## src/rtl/alu_issue_if.sv

```systemverilog
// Bundle between the execute-stage scheduler and its environment: dispatch
// request, CDB broadcast, ALU back-pressure, the registered issue packet and
// the occupancy count.
//
// Handshake semantics: a dispatch transfer happens on a rising clock edge
// where disp_valid && disp_ready. disp_ready depends only on the registered
// occupancy, never on disp_valid. The issue packet has no ready signal.
// alu_stall is sampled in the cycle before the issue register loads, and
// issue_valid marks a packet that is present for exactly one cycle.
interface alu_issue_if #(
    parameter int DEPTH  = 4,
    parameter int TAG_W  = 4,
    parameter int DATA_W = 32
);
    localparam int CNT_W = $clog2(DEPTH) + 1;

    logic              disp_valid;
    logic              disp_ready;
    logic              disp_src1_rdy;
    logic              disp_src2_rdy;
    logic [TAG_W-1:0]  disp_src1_tag;
    logic [TAG_W-1:0]  disp_src2_tag;
    logic [DATA_W-1:0] disp_src1_val;
    logic [DATA_W-1:0] disp_src2_val;
    logic              disp_dst_valid;
    logic [TAG_W-1:0]  disp_dst_tag;
    logic [2:0]        disp_alu_ctrl;
    logic              disp_funct7;
    logic              disp_pred;
    logic [DATA_W-1:0] disp_target;

    logic              cdb_valid;
    logic [TAG_W-1:0]  cdb_tag;
    logic [DATA_W-1:0] cdb_data;

    logic              alu_stall;

    logic              issue_valid;
    logic [DATA_W-1:0] issue_src_1;
    logic [DATA_W-1:0] issue_src_2;
    logic              issue_dst_valid;
    logic [TAG_W-1:0]  issue_dst_tag;
    logic [2:0]        issue_alu_ctrl;
    logic              issue_funct7;
    logic              issue_pred;
    logic [DATA_W-1:0] issue_target;

    logic [CNT_W-1:0]  count;

    // Environment side: dispatch stage, CDB and ALU.
    modport master (
        output disp_valid, disp_src1_rdy, disp_src2_rdy, disp_src1_tag, disp_src2_tag,
               disp_src1_val, disp_src2_val, disp_dst_valid, disp_dst_tag,
               disp_alu_ctrl, disp_funct7, disp_pred, disp_target,
               cdb_valid, cdb_tag, cdb_data, alu_stall,
        input  disp_ready, issue_valid, issue_src_1, issue_src_2, issue_dst_valid,
               issue_dst_tag, issue_alu_ctrl, issue_funct7, issue_pred, issue_target,
               count
    );

    // Issue queue side.
    modport slave (
        input  disp_valid, disp_src1_rdy, disp_src2_rdy, disp_src1_tag, disp_src2_tag,
               disp_src1_val, disp_src2_val, disp_dst_valid, disp_dst_tag,
               disp_alu_ctrl, disp_funct7, disp_pred, disp_target,
               cdb_valid, cdb_tag, cdb_data, alu_stall,
        output disp_ready, issue_valid, issue_src_1, issue_src_2, issue_dst_valid,
               issue_dst_tag, issue_alu_ctrl, issue_funct7, issue_pred, issue_target,
               count
    );
endinterface

```

## src/rtl/alu_issue_queue.sv

```systemverilog
// Reservation station and oldest-first scheduler for the single-cycle ALU.
// Entries are kept compacted with slot 0 the oldest, so the select is a
// simple lowest-index priority pick.
//
// Optional feature macro: ALU_ISSUE_WAKEUP_BYPASS_EN. When defined, sources
// matched by the current CDB broadcast count as ready for this cycle's select
// and the broadcast value is forwarded into the issue packet.
module alu_issue_queue #(
    parameter int DEPTH  = 4,
    parameter int TAG_W  = 4,
    parameter int DATA_W = 32
) (
    input logic        clk,
    input logic        rst_n,
    input logic        flush,
    alu_issue_if.slave bus
);
    localparam int IDX_W = $clog2(DEPTH);
    localparam int CNT_W = IDX_W + 1;

    typedef struct packed {
        logic              valid;
        logic              s1_rdy;
        logic [TAG_W-1:0]  s1_tag;
        logic [DATA_W-1:0] s1_val;
        logic              s2_rdy;
        logic [TAG_W-1:0]  s2_tag;
        logic [DATA_W-1:0] s2_val;
        logic              dst_valid;
        logic [TAG_W-1:0]  dst_tag;
        logic [2:0]        alu_ctrl;
        logic              funct7;
        logic              pred;
        logic [DATA_W-1:0] target;
    } entry_t;

    entry_t            q      [DEPTH];
    entry_t            woke   [DEPTH];
    entry_t            q_next [DEPTH];
    entry_t            disp_e;
    entry_t            sel_e;
    logic [DEPTH-1:0]  wake1;
    logic [DEPTH-1:0]  wake2;
    logic [DEPTH-1:0]  cand;
    logic              sel_found;
    logic [IDX_W-1:0]  sel_idx;
    logic              disp_fire;
    logic              do_issue;
    logic [CNT_W-1:0]  cnt;
    logic [CNT_W-1:0]  cnt_next;
    logic [CNT_W-1:0]  wr_idx;

    logic              iss_valid;
    logic [DATA_W-1:0] iss_src_1;
    logic [DATA_W-1:0] iss_src_2;
    logic              iss_dst_valid;
    logic [TAG_W-1:0]  iss_dst_tag;
    logic [2:0]        iss_alu_ctrl;
    logic              iss_funct7;
    logic              iss_pred;
    logic [DATA_W-1:0] iss_target;

    // A same-cycle issue is deliberately not credited, keeping this path short.
    assign bus.disp_ready = (cnt != CNT_W'(DEPTH));
    assign bus.count      = cnt;
    assign disp_fire      = bus.disp_valid && bus.disp_ready;

    // CDB tag match per stored source; woke[] is the queue with this cycle's wakeups applied.
    always_comb begin
        for (int i = 0; i < DEPTH; i++) begin
            wake1[i] = q[i].valid && !q[i].s1_rdy && bus.cdb_valid && (q[i].s1_tag == bus.cdb_tag);
            wake2[i] = q[i].valid && !q[i].s2_rdy && bus.cdb_valid && (q[i].s2_tag == bus.cdb_tag);
            woke[i]  = q[i];
            if (wake1[i]) begin
                woke[i].s1_rdy = 1'b1;
                woke[i].s1_val = bus.cdb_data;
            end
            if (wake2[i]) begin
                woke[i].s2_rdy = 1'b1;
                woke[i].s2_val = bus.cdb_data;
            end
        end
    end

`ifdef ALU_ISSUE_WAKEUP_BYPASS_EN
    // Candidates include sources being woken right now (back-to-back dependent issue).
    always_comb begin
        for (int i = 0; i < DEPTH; i++) begin
            cand[i] = woke[i].valid && woke[i].s1_rdy && woke[i].s2_rdy;
        end
    end
`else
    // Candidates use registered ready bits only; a woken entry waits one cycle.
    always_comb begin
        for (int i = 0; i < DEPTH; i++) begin
            cand[i] = q[i].valid && q[i].s1_rdy && q[i].s2_rdy;
        end
    end
`endif

    // Oldest-first select: lowest-index candidate wins.
    always_comb begin
        sel_found = 1'b0;
        sel_idx   = '0;
        for (int i = DEPTH - 1; i >= 0; i--) begin
            if (cand[i]) begin
                sel_found = 1'b1;
                sel_idx   = IDX_W'(i);
            end
        end
    end

    // woke[] equals q[] for already-ready entries, so this also carries bypassed data.
    assign sel_e    = woke[sel_idx];
    assign do_issue = sel_found && !bus.alu_stall;

    // Build the dispatched entry, catching a broadcast of its own producer tag.
    always_comb begin
        disp_e           = '0;
        disp_e.valid     = 1'b1;
        disp_e.s1_tag    = bus.disp_src1_tag;
        disp_e.s2_tag    = bus.disp_src2_tag;
        disp_e.s1_rdy    = bus.disp_src1_rdy ||
                           (bus.cdb_valid && (bus.disp_src1_tag == bus.cdb_tag));
        disp_e.s2_rdy    = bus.disp_src2_rdy ||
                           (bus.cdb_valid && (bus.disp_src2_tag == bus.cdb_tag));
        disp_e.s1_val    = bus.disp_src1_rdy ? bus.disp_src1_val : bus.cdb_data;
        disp_e.s2_val    = bus.disp_src2_rdy ? bus.disp_src2_val : bus.cdb_data;
        disp_e.dst_valid = bus.disp_dst_valid;
        disp_e.dst_tag   = bus.disp_dst_tag;
        disp_e.alu_ctrl  = bus.disp_alu_ctrl;
        disp_e.funct7    = bus.disp_funct7;
        disp_e.pred      = bus.disp_pred;
        disp_e.target    = bus.disp_target;
    end

    // Next queue image: apply wakeups, compact over the issued slot, then append the dispatch.
    always_comb begin
        for (int i = 0; i < DEPTH; i++) begin
            q_next[i] = woke[i];
        end
        if (do_issue) begin
            for (int i = 0; i < DEPTH - 1; i++) begin
                if (IDX_W'(i) >= sel_idx) begin
                    q_next[i] = woke[i + 1];
                end
            end
            q_next[DEPTH-1] = '0;
        end
        wr_idx = cnt - CNT_W'(do_issue);
        if (disp_fire) begin
            for (int i = 0; i < DEPTH; i++) begin
                if (CNT_W'(i) == wr_idx) begin
                    q_next[i] = disp_e;
                end
            end
        end
        cnt_next = cnt + CNT_W'(disp_fire) - CNT_W'(do_issue);
    end

    // Queue storage and occupancy; flush discards everything including same-cycle traffic.
    always_ff @(posedge clk or negedge rst_n) begin
        if (!rst_n) begin
            cnt <= '0;
            for (int i = 0; i < DEPTH; i++) begin
                q[i] <= '0;
            end
        end else if (flush) begin
            cnt <= '0;
            for (int i = 0; i < DEPTH; i++) begin
                q[i] <= '0;
            end
        end else begin
            cnt <= cnt_next;
            for (int i = 0; i < DEPTH; i++) begin
                q[i] <= q_next[i];
            end
        end
    end

    // Issue register: loads the selected entry; valid for one cycle per issue.
    always_ff @(posedge clk or negedge rst_n) begin
        if (!rst_n) begin
            iss_valid     <= 1'b0;
            iss_src_1     <= '0;
            iss_src_2     <= '0;
            iss_dst_valid <= 1'b0;
            iss_dst_tag   <= '0;
            iss_alu_ctrl  <= '0;
            iss_funct7    <= 1'b0;
            iss_pred      <= 1'b0;
            iss_target    <= '0;
        end else if (flush) begin
            iss_valid     <= 1'b0;
            iss_src_1     <= '0;
            iss_src_2     <= '0;
            iss_dst_valid <= 1'b0;
            iss_dst_tag   <= '0;
            iss_alu_ctrl  <= '0;
            iss_funct7    <= 1'b0;
            iss_pred      <= 1'b0;
            iss_target    <= '0;
        end else begin
            iss_valid <= do_issue;
            if (do_issue) begin
                iss_src_1     <= sel_e.s1_val;
                iss_src_2     <= sel_e.s2_val;
                iss_dst_valid <= sel_e.dst_valid;
                iss_dst_tag   <= sel_e.dst_tag;
                iss_alu_ctrl  <= sel_e.alu_ctrl;
                iss_funct7    <= sel_e.funct7;
                iss_pred      <= sel_e.pred;
                iss_target    <= sel_e.target;
            end
        end
    end

    assign bus.issue_valid     = iss_valid;
    assign bus.issue_src_1     = iss_src_1;
    assign bus.issue_src_2     = iss_src_2;
    assign bus.issue_dst_valid = iss_dst_valid;
    assign bus.issue_dst_tag   = iss_dst_tag;
    assign bus.issue_alu_ctrl  = iss_alu_ctrl;
    assign bus.issue_funct7    = iss_funct7;
    assign bus.issue_pred      = iss_pred;
    assign bus.issue_target    = iss_target;
endmodule

```

## src/flat_wrapper.sv

```systemverilog
// flat-port wrapper written by rule: the top's interface ports become plain ports
module alu_issue_queue_flat 
#(
    parameter int DEPTH  = 4,
    parameter int TAG_W  = 4,
    parameter int DATA_W = 32
)
  (clk, rst_n, flush, bus_disp_valid, bus_disp_src1_rdy, bus_disp_src2_rdy, bus_disp_src1_tag, bus_disp_src2_tag, bus_disp_src1_val, bus_disp_src2_val, bus_disp_dst_valid, bus_disp_dst_tag, bus_disp_alu_ctrl, bus_disp_funct7, bus_disp_pred, bus_disp_target, bus_cdb_valid, bus_cdb_tag, bus_cdb_data, bus_alu_stall, bus_disp_ready, bus_issue_valid, bus_issue_src_1, bus_issue_src_2, bus_issue_dst_valid, bus_issue_dst_tag, bus_issue_alu_ctrl, bus_issue_funct7, bus_issue_pred, bus_issue_target, bus_count);
  alu_issue_if #(.DEPTH(DEPTH), .TAG_W(TAG_W), .DATA_W(DATA_W)) bus_i ();
  input logic clk;
  input logic rst_n;
  input logic flush;
  input wire logic [$bits(bus_i.disp_valid)-1:0] bus_disp_valid;
  input wire logic [$bits(bus_i.disp_src1_rdy)-1:0] bus_disp_src1_rdy;
  input wire logic [$bits(bus_i.disp_src2_rdy)-1:0] bus_disp_src2_rdy;
  input wire logic [$bits(bus_i.disp_src1_tag)-1:0] bus_disp_src1_tag;
  input wire logic [$bits(bus_i.disp_src2_tag)-1:0] bus_disp_src2_tag;
  input wire logic [$bits(bus_i.disp_src1_val)-1:0] bus_disp_src1_val;
  input wire logic [$bits(bus_i.disp_src2_val)-1:0] bus_disp_src2_val;
  input wire logic [$bits(bus_i.disp_dst_valid)-1:0] bus_disp_dst_valid;
  input wire logic [$bits(bus_i.disp_dst_tag)-1:0] bus_disp_dst_tag;
  input wire logic [$bits(bus_i.disp_alu_ctrl)-1:0] bus_disp_alu_ctrl;
  input wire logic [$bits(bus_i.disp_funct7)-1:0] bus_disp_funct7;
  input wire logic [$bits(bus_i.disp_pred)-1:0] bus_disp_pred;
  input wire logic [$bits(bus_i.disp_target)-1:0] bus_disp_target;
  input wire logic [$bits(bus_i.cdb_valid)-1:0] bus_cdb_valid;
  input wire logic [$bits(bus_i.cdb_tag)-1:0] bus_cdb_tag;
  input wire logic [$bits(bus_i.cdb_data)-1:0] bus_cdb_data;
  input wire logic [$bits(bus_i.alu_stall)-1:0] bus_alu_stall;
  output wire logic [$bits(bus_i.disp_ready)-1:0] bus_disp_ready;
  output wire logic [$bits(bus_i.issue_valid)-1:0] bus_issue_valid;
  output wire logic [$bits(bus_i.issue_src_1)-1:0] bus_issue_src_1;
  output wire logic [$bits(bus_i.issue_src_2)-1:0] bus_issue_src_2;
  output wire logic [$bits(bus_i.issue_dst_valid)-1:0] bus_issue_dst_valid;
  output wire logic [$bits(bus_i.issue_dst_tag)-1:0] bus_issue_dst_tag;
  output wire logic [$bits(bus_i.issue_alu_ctrl)-1:0] bus_issue_alu_ctrl;
  output wire logic [$bits(bus_i.issue_funct7)-1:0] bus_issue_funct7;
  output wire logic [$bits(bus_i.issue_pred)-1:0] bus_issue_pred;
  output wire logic [$bits(bus_i.issue_target)-1:0] bus_issue_target;
  output wire logic [$bits(bus_i.count)-1:0] bus_count;
  assign bus_i.disp_valid = bus_disp_valid;
  assign bus_i.disp_src1_rdy = bus_disp_src1_rdy;
  assign bus_i.disp_src2_rdy = bus_disp_src2_rdy;
  assign bus_i.disp_src1_tag = bus_disp_src1_tag;
  assign bus_i.disp_src2_tag = bus_disp_src2_tag;
  assign bus_i.disp_src1_val = bus_disp_src1_val;
  assign bus_i.disp_src2_val = bus_disp_src2_val;
  assign bus_i.disp_dst_valid = bus_disp_dst_valid;
  assign bus_i.disp_dst_tag = bus_disp_dst_tag;
  assign bus_i.disp_alu_ctrl = bus_disp_alu_ctrl;
  assign bus_i.disp_funct7 = bus_disp_funct7;
  assign bus_i.disp_pred = bus_disp_pred;
  assign bus_i.disp_target = bus_disp_target;
  assign bus_i.cdb_valid = bus_cdb_valid;
  assign bus_i.cdb_tag = bus_cdb_tag;
  assign bus_i.cdb_data = bus_cdb_data;
  assign bus_i.alu_stall = bus_alu_stall;
  assign bus_disp_ready = bus_i.disp_ready;
  assign bus_issue_valid = bus_i.issue_valid;
  assign bus_issue_src_1 = bus_i.issue_src_1;
  assign bus_issue_src_2 = bus_i.issue_src_2;
  assign bus_issue_dst_valid = bus_i.issue_dst_valid;
  assign bus_issue_dst_tag = bus_i.issue_dst_tag;
  assign bus_issue_alu_ctrl = bus_i.issue_alu_ctrl;
  assign bus_issue_funct7 = bus_i.issue_funct7;
  assign bus_issue_pred = bus_i.issue_pred;
  assign bus_issue_target = bus_i.issue_target;
  assign bus_count = bus_i.count;
  alu_issue_queue #(.DEPTH(DEPTH), .TAG_W(TAG_W), .DATA_W(DATA_W)) u_core (.clk(clk), .rst_n(rst_n), .flush(flush), .bus(bus_i));
endmodule
```

## config.mk

```make
export PLATFORM = sky130hd
export DESIGN_NAME = alu_issue_queue_flat
export DESIGN_NICKNAME = d
export VERILOG_FILES = /design/src/rtl/alu_issue_if.sv /design/src/rtl/alu_issue_queue.sv /design/src/flat_wrapper.sv
export SDC_FILE = /design/constraint.sdc
export NUM_CORES = 2
export LEC_CHECK = 0
export CAP_MARGIN = 20
export CORE_MARGIN = 5
export CORE_UTILIZATION = 40
export CTS_BUF_LIST = sky130_fd_sc_hd__clkbuf_8
export DETAILED_ROUTE_END_ITERATION = 10
export PLACE_DENSITY_LB_ADDON = 0.3
export REMOVE_ABC_BUFFERS = 1
export SYNTH_ARGS = -nofsm -noshare
export SYNTH_HDL_FRONTEND = slang
export SYNTH_SLANG_ARGS = --single-unit
```

## constraint.sdc

```tcl
create_clock -name clk -period 4.55 [get_ports clk]
set_input_delay 0.455 -clock clk [delete_from_list [all_inputs] [get_ports clk]]
set_output_delay 0.455 -clock clk [all_outputs]
set_load 0.02 [all_outputs]
```

==> impl_metrics.toml <==
[status]
status = "completed"

[global_routing]
grt_pass1_vias = 30810
grt_start_max_net_pins = 130
grt_pass1_wl_um = 195600
overflow = 0
antenna_found_initial = 14
grtUsageTotal = 0.2878

[placement]
hpwlAfterDp_um = 72580
io_buffers = 268
gp_congestion = 0.8296
post-place-ws_ns = 0.8500
dp_cells = 4566

[synth]
ys_seq_area_frac = 0.4448
yosys_most_used_dff = "dfrtp_1"
synth.most_common_cell = "nand2_1"
yosys-top-cells-count = "nand2_1, dfrtp_1, nor2_1, clkbuf_1, o22ai_1"
synth_top_area_frac = 0.4448
synth_area_per_cell_um2 = 9.165
synthesis.area_um2 = 32520
yosysUniqueCellTypes = 70
yosysWarnings = 0
synth_top_area_cell = "dfrtp_1"
synth_area_leaders = "dfrtp_1, nand2_1, mux2i_1, a311oi_1, nor2_1"
ys_ff_latch = 578
synth-edff-count = 0
synthCells = 3548
ys_async_sr_fraction = 1.000

[cts]
cts-hold-fix-buffers = 1
cts_made_buffers = 101
cts.sinks = 578
cts.clk_slew.worst_paths_ns = 0.06
h-tree-depth = 3
clock_latency_ns = 0.72
cts_resized = 0
cts_tree = "built"
cts_buffer_depth = 3
cts_setup_buffers = 0
ctsRootBufferMaster = "clkbuf_8"

[critical_path]
crit_slowest_cell = "or3_2"
reg2reg_slack_ns = 0.81
startpoint_type = "flip-flop"
worst_r2r_path_depth = 12
worstPathArrival_ns = 4.36
reg2reg_from = "u_core.q[312]$_DFF_PN0_"
cpPeakStageDelay_ns = 0.82
path_buf_inv = 2
crit_type = "flip-flop to flip-flop"
crit_fanout = 24
path_cells = "nand3_2, and3_1, a21oi_4, ha_1, ha_1, o211a_1, o21a_1, nand2_1, or3_2, buf_12, buf_12, o22ai_1"
cp-end-kind = "flip-flop"
crit_family = "simple AND/OR/NAND/NOR gates"
r2r_end = "u_core.q[107]$_DFF_PN0_"
crit_required_ns = 5.17

[route]
wl_um = 130000
wl_per_cell_um = 27.36
via_per_inst = 6.600
drc = 0
drtAntennaViolNets = 0
dr.pass1.iters = 6
first_iter_violations = 3923
vias = 31360

[pwr]
peakVddDrop_mv = 0.2468
powerDensity_nw_per_um2 = 358.7
p_leak_nw = 15.72

[finish]
utilization = 0.4698
fin_cells = 4752
area_growth_pct = 16.38
nets = 3773
drive_above_1_share = 0.08711

[hold_path]
hp-class = "primary input to flip-flop"
hold_path_depth = 2
hp-start = "flush"
min_to = "u_core.q[392]$_DFF_PN0_"

[sta]
fin_tns_setup_ns = 0
tightest_slew_ns = 1.159
holdWs_ns = 0.2915
setup_viol = 0
max_freq_mhz = 267.5
fin_ws_ns = 0.8124
finalClockSkew_ns = 0.03541
max_slew_margin = 0.2276
hold_violations = 0
finalCritPeriodShare = 0.8215
rsz0062_at_grt = "false"
slew_viol_final = 0
layout_min_cycle_time_ns = 3.738

[die]
die_h_um = 295.1
rows = 104
die_area_um2 = 87090
die_width_um = 295.1
start_util = 0.4037
top_level_ports = 269
coreArea_um2 = 80550

[flow_run]
drv_cap = 0
metal layers:
metal | GRT usage | routed length [µm]
met5 | 0 | 82
met1 | 0.3805 | 51030
met2 | 0.4484 | 58290
met4 | 0.1050 | 5067
met3 | 0.09052 | 15530
worst max-delay path by stage:
stage	start	end	slack [ns]	cells past startpoint
2_1_floorplan	u_core.q[195]$_DFF_PN0_	u_core.q[276]$_DFF_PN0_	-7.11	8
3_5_place_dp	u_core.q[312]$_DFF_PN0_	u_core.q[107]$_DFF_PN0_	0.85	12
3_3_place_gp	u_core.q[312]$_DFF_PN0_	u_core.q[107]$_DFF_PN0_	0.94	12
4_1_cts	u_core.q[312]$_DFF_PN0_	u_core.q[107]$_DFF_PN0_	0.84	12
5_1_grt	u_core.q[312]$_DFF_PN0_	u_core.q[91]$_DFF_PN0_	0.57	12
6_report	u_core.q[312]$_DFF_PN0_	u_core.q[107]$_DFF_PN0_	0.81	12
stage by stage:
step	total power [mW]	cell area, µm²
5_1_grt	14.17	37830
6_report	13.58	37840
2_1_floorplan	7.637	30540
3_3_place_gp	8.695	35790
3_5_place_dp	8.749	35810
4_1_cts	13.59	37830
state kept, by name, indices dropped and copies added, names as in the netlist:
| name | flops |
|---|---|
| u_core.bus.count | 3 |
| u_core.bus.issue_alu_ctrl | 3 |
| u_core.bus.issue_dst_tag | 4 |
| u_core.bus.issue_dst_valid | 1 |
| u_core.bus.issue_funct7 | 1 |
| u_core.bus.issue_pred | 1 |
| u_core.bus.issue_src_1 | 32 |
| u_core.bus.issue_src_2 | 32 |
| u_core.bus.issue_target | 32 |
| u_core.bus.issue_valid | 1 |
| u_core.q | 468 |
placed cells by master, fill, tap and decap left out, types with 11 or more instances in the layout:
master / count
a22o_1: 50
buf_4: 72
dfrtp_1: 578
a221oi_1: 117
xnor2_1: 21
a221oi_2: 11
o21ai_0: 37
nor2_1: 314
nand2_1: 662
buf_12: 24
o22a_1: 31
o211ai_1: 63
a311oi_1: 173
a221o_1: 32
o22ai_1: 192
mux2_1: 28
or3_1: 35
clkdlybuf4s50_1: 264
inv_1: 104
xor2_1: 20
a211oi_1: 39
o31ai_1: 61
o221ai_1: 57
nand3_1: 92
a31oi_1: 36
a32o_1: 74
clkbuf_8: 131
a21oi_1: 70
mux2i_1: 168
area by class of cell:
cell class | count | area, µm²
repair buffers | 365 | 3714
diodes | 7 | 17.52
clock inverters | 47 | 203.9
multi-input cells | 2495 | 16060
flip-flops and latches | 578 | 14460
inverters | 69 | 259.0
well taps | 1060 | 1326
fillers | 7774 | 42700
clock buffers | 131 | 1803
kinds of logic (layout without fill, tap and decap cells):
logic type / after synthesis / count (layout) / share of synthesized area
adders and majority gates: 5 / 5 / 0.002155
DFF: 578 / 578 / 0.4448
other: 0 / 7 / 0
and+or+nand+nor: 1170 / 1170 / 0.1477
muxes: 205 / 205 / 0.06457
buffers and inverters: 475 / 612 / 0.06872
AOI/OAI and AO/OA: 1073 / 1073 / 0.2605
xor gates and xnor gates: 42 / 42 / 0.01154
worst reg2reg max path, cell delays in order (launching register included):
cell and delay, ns:
dfrtp_1 0.44, nand3_2 0.27, and3_1 0.32, a21oi_4 0.14, ha_1 0.24, ha_1 0.20
o211a_1 0.17, o21a_1 0.19, nand2_1 0.22, or3_2 0.82, buf_12 0.31, buf_12 0.18
o22ai_1 0.18
power by group:
part	internal [mW]	switching [mW]
clock network	2.56	2.29
registers	5.66	0.401
logic	1.04	1.62
total	9.26	4.31
(Power assumes the default switching activity.)
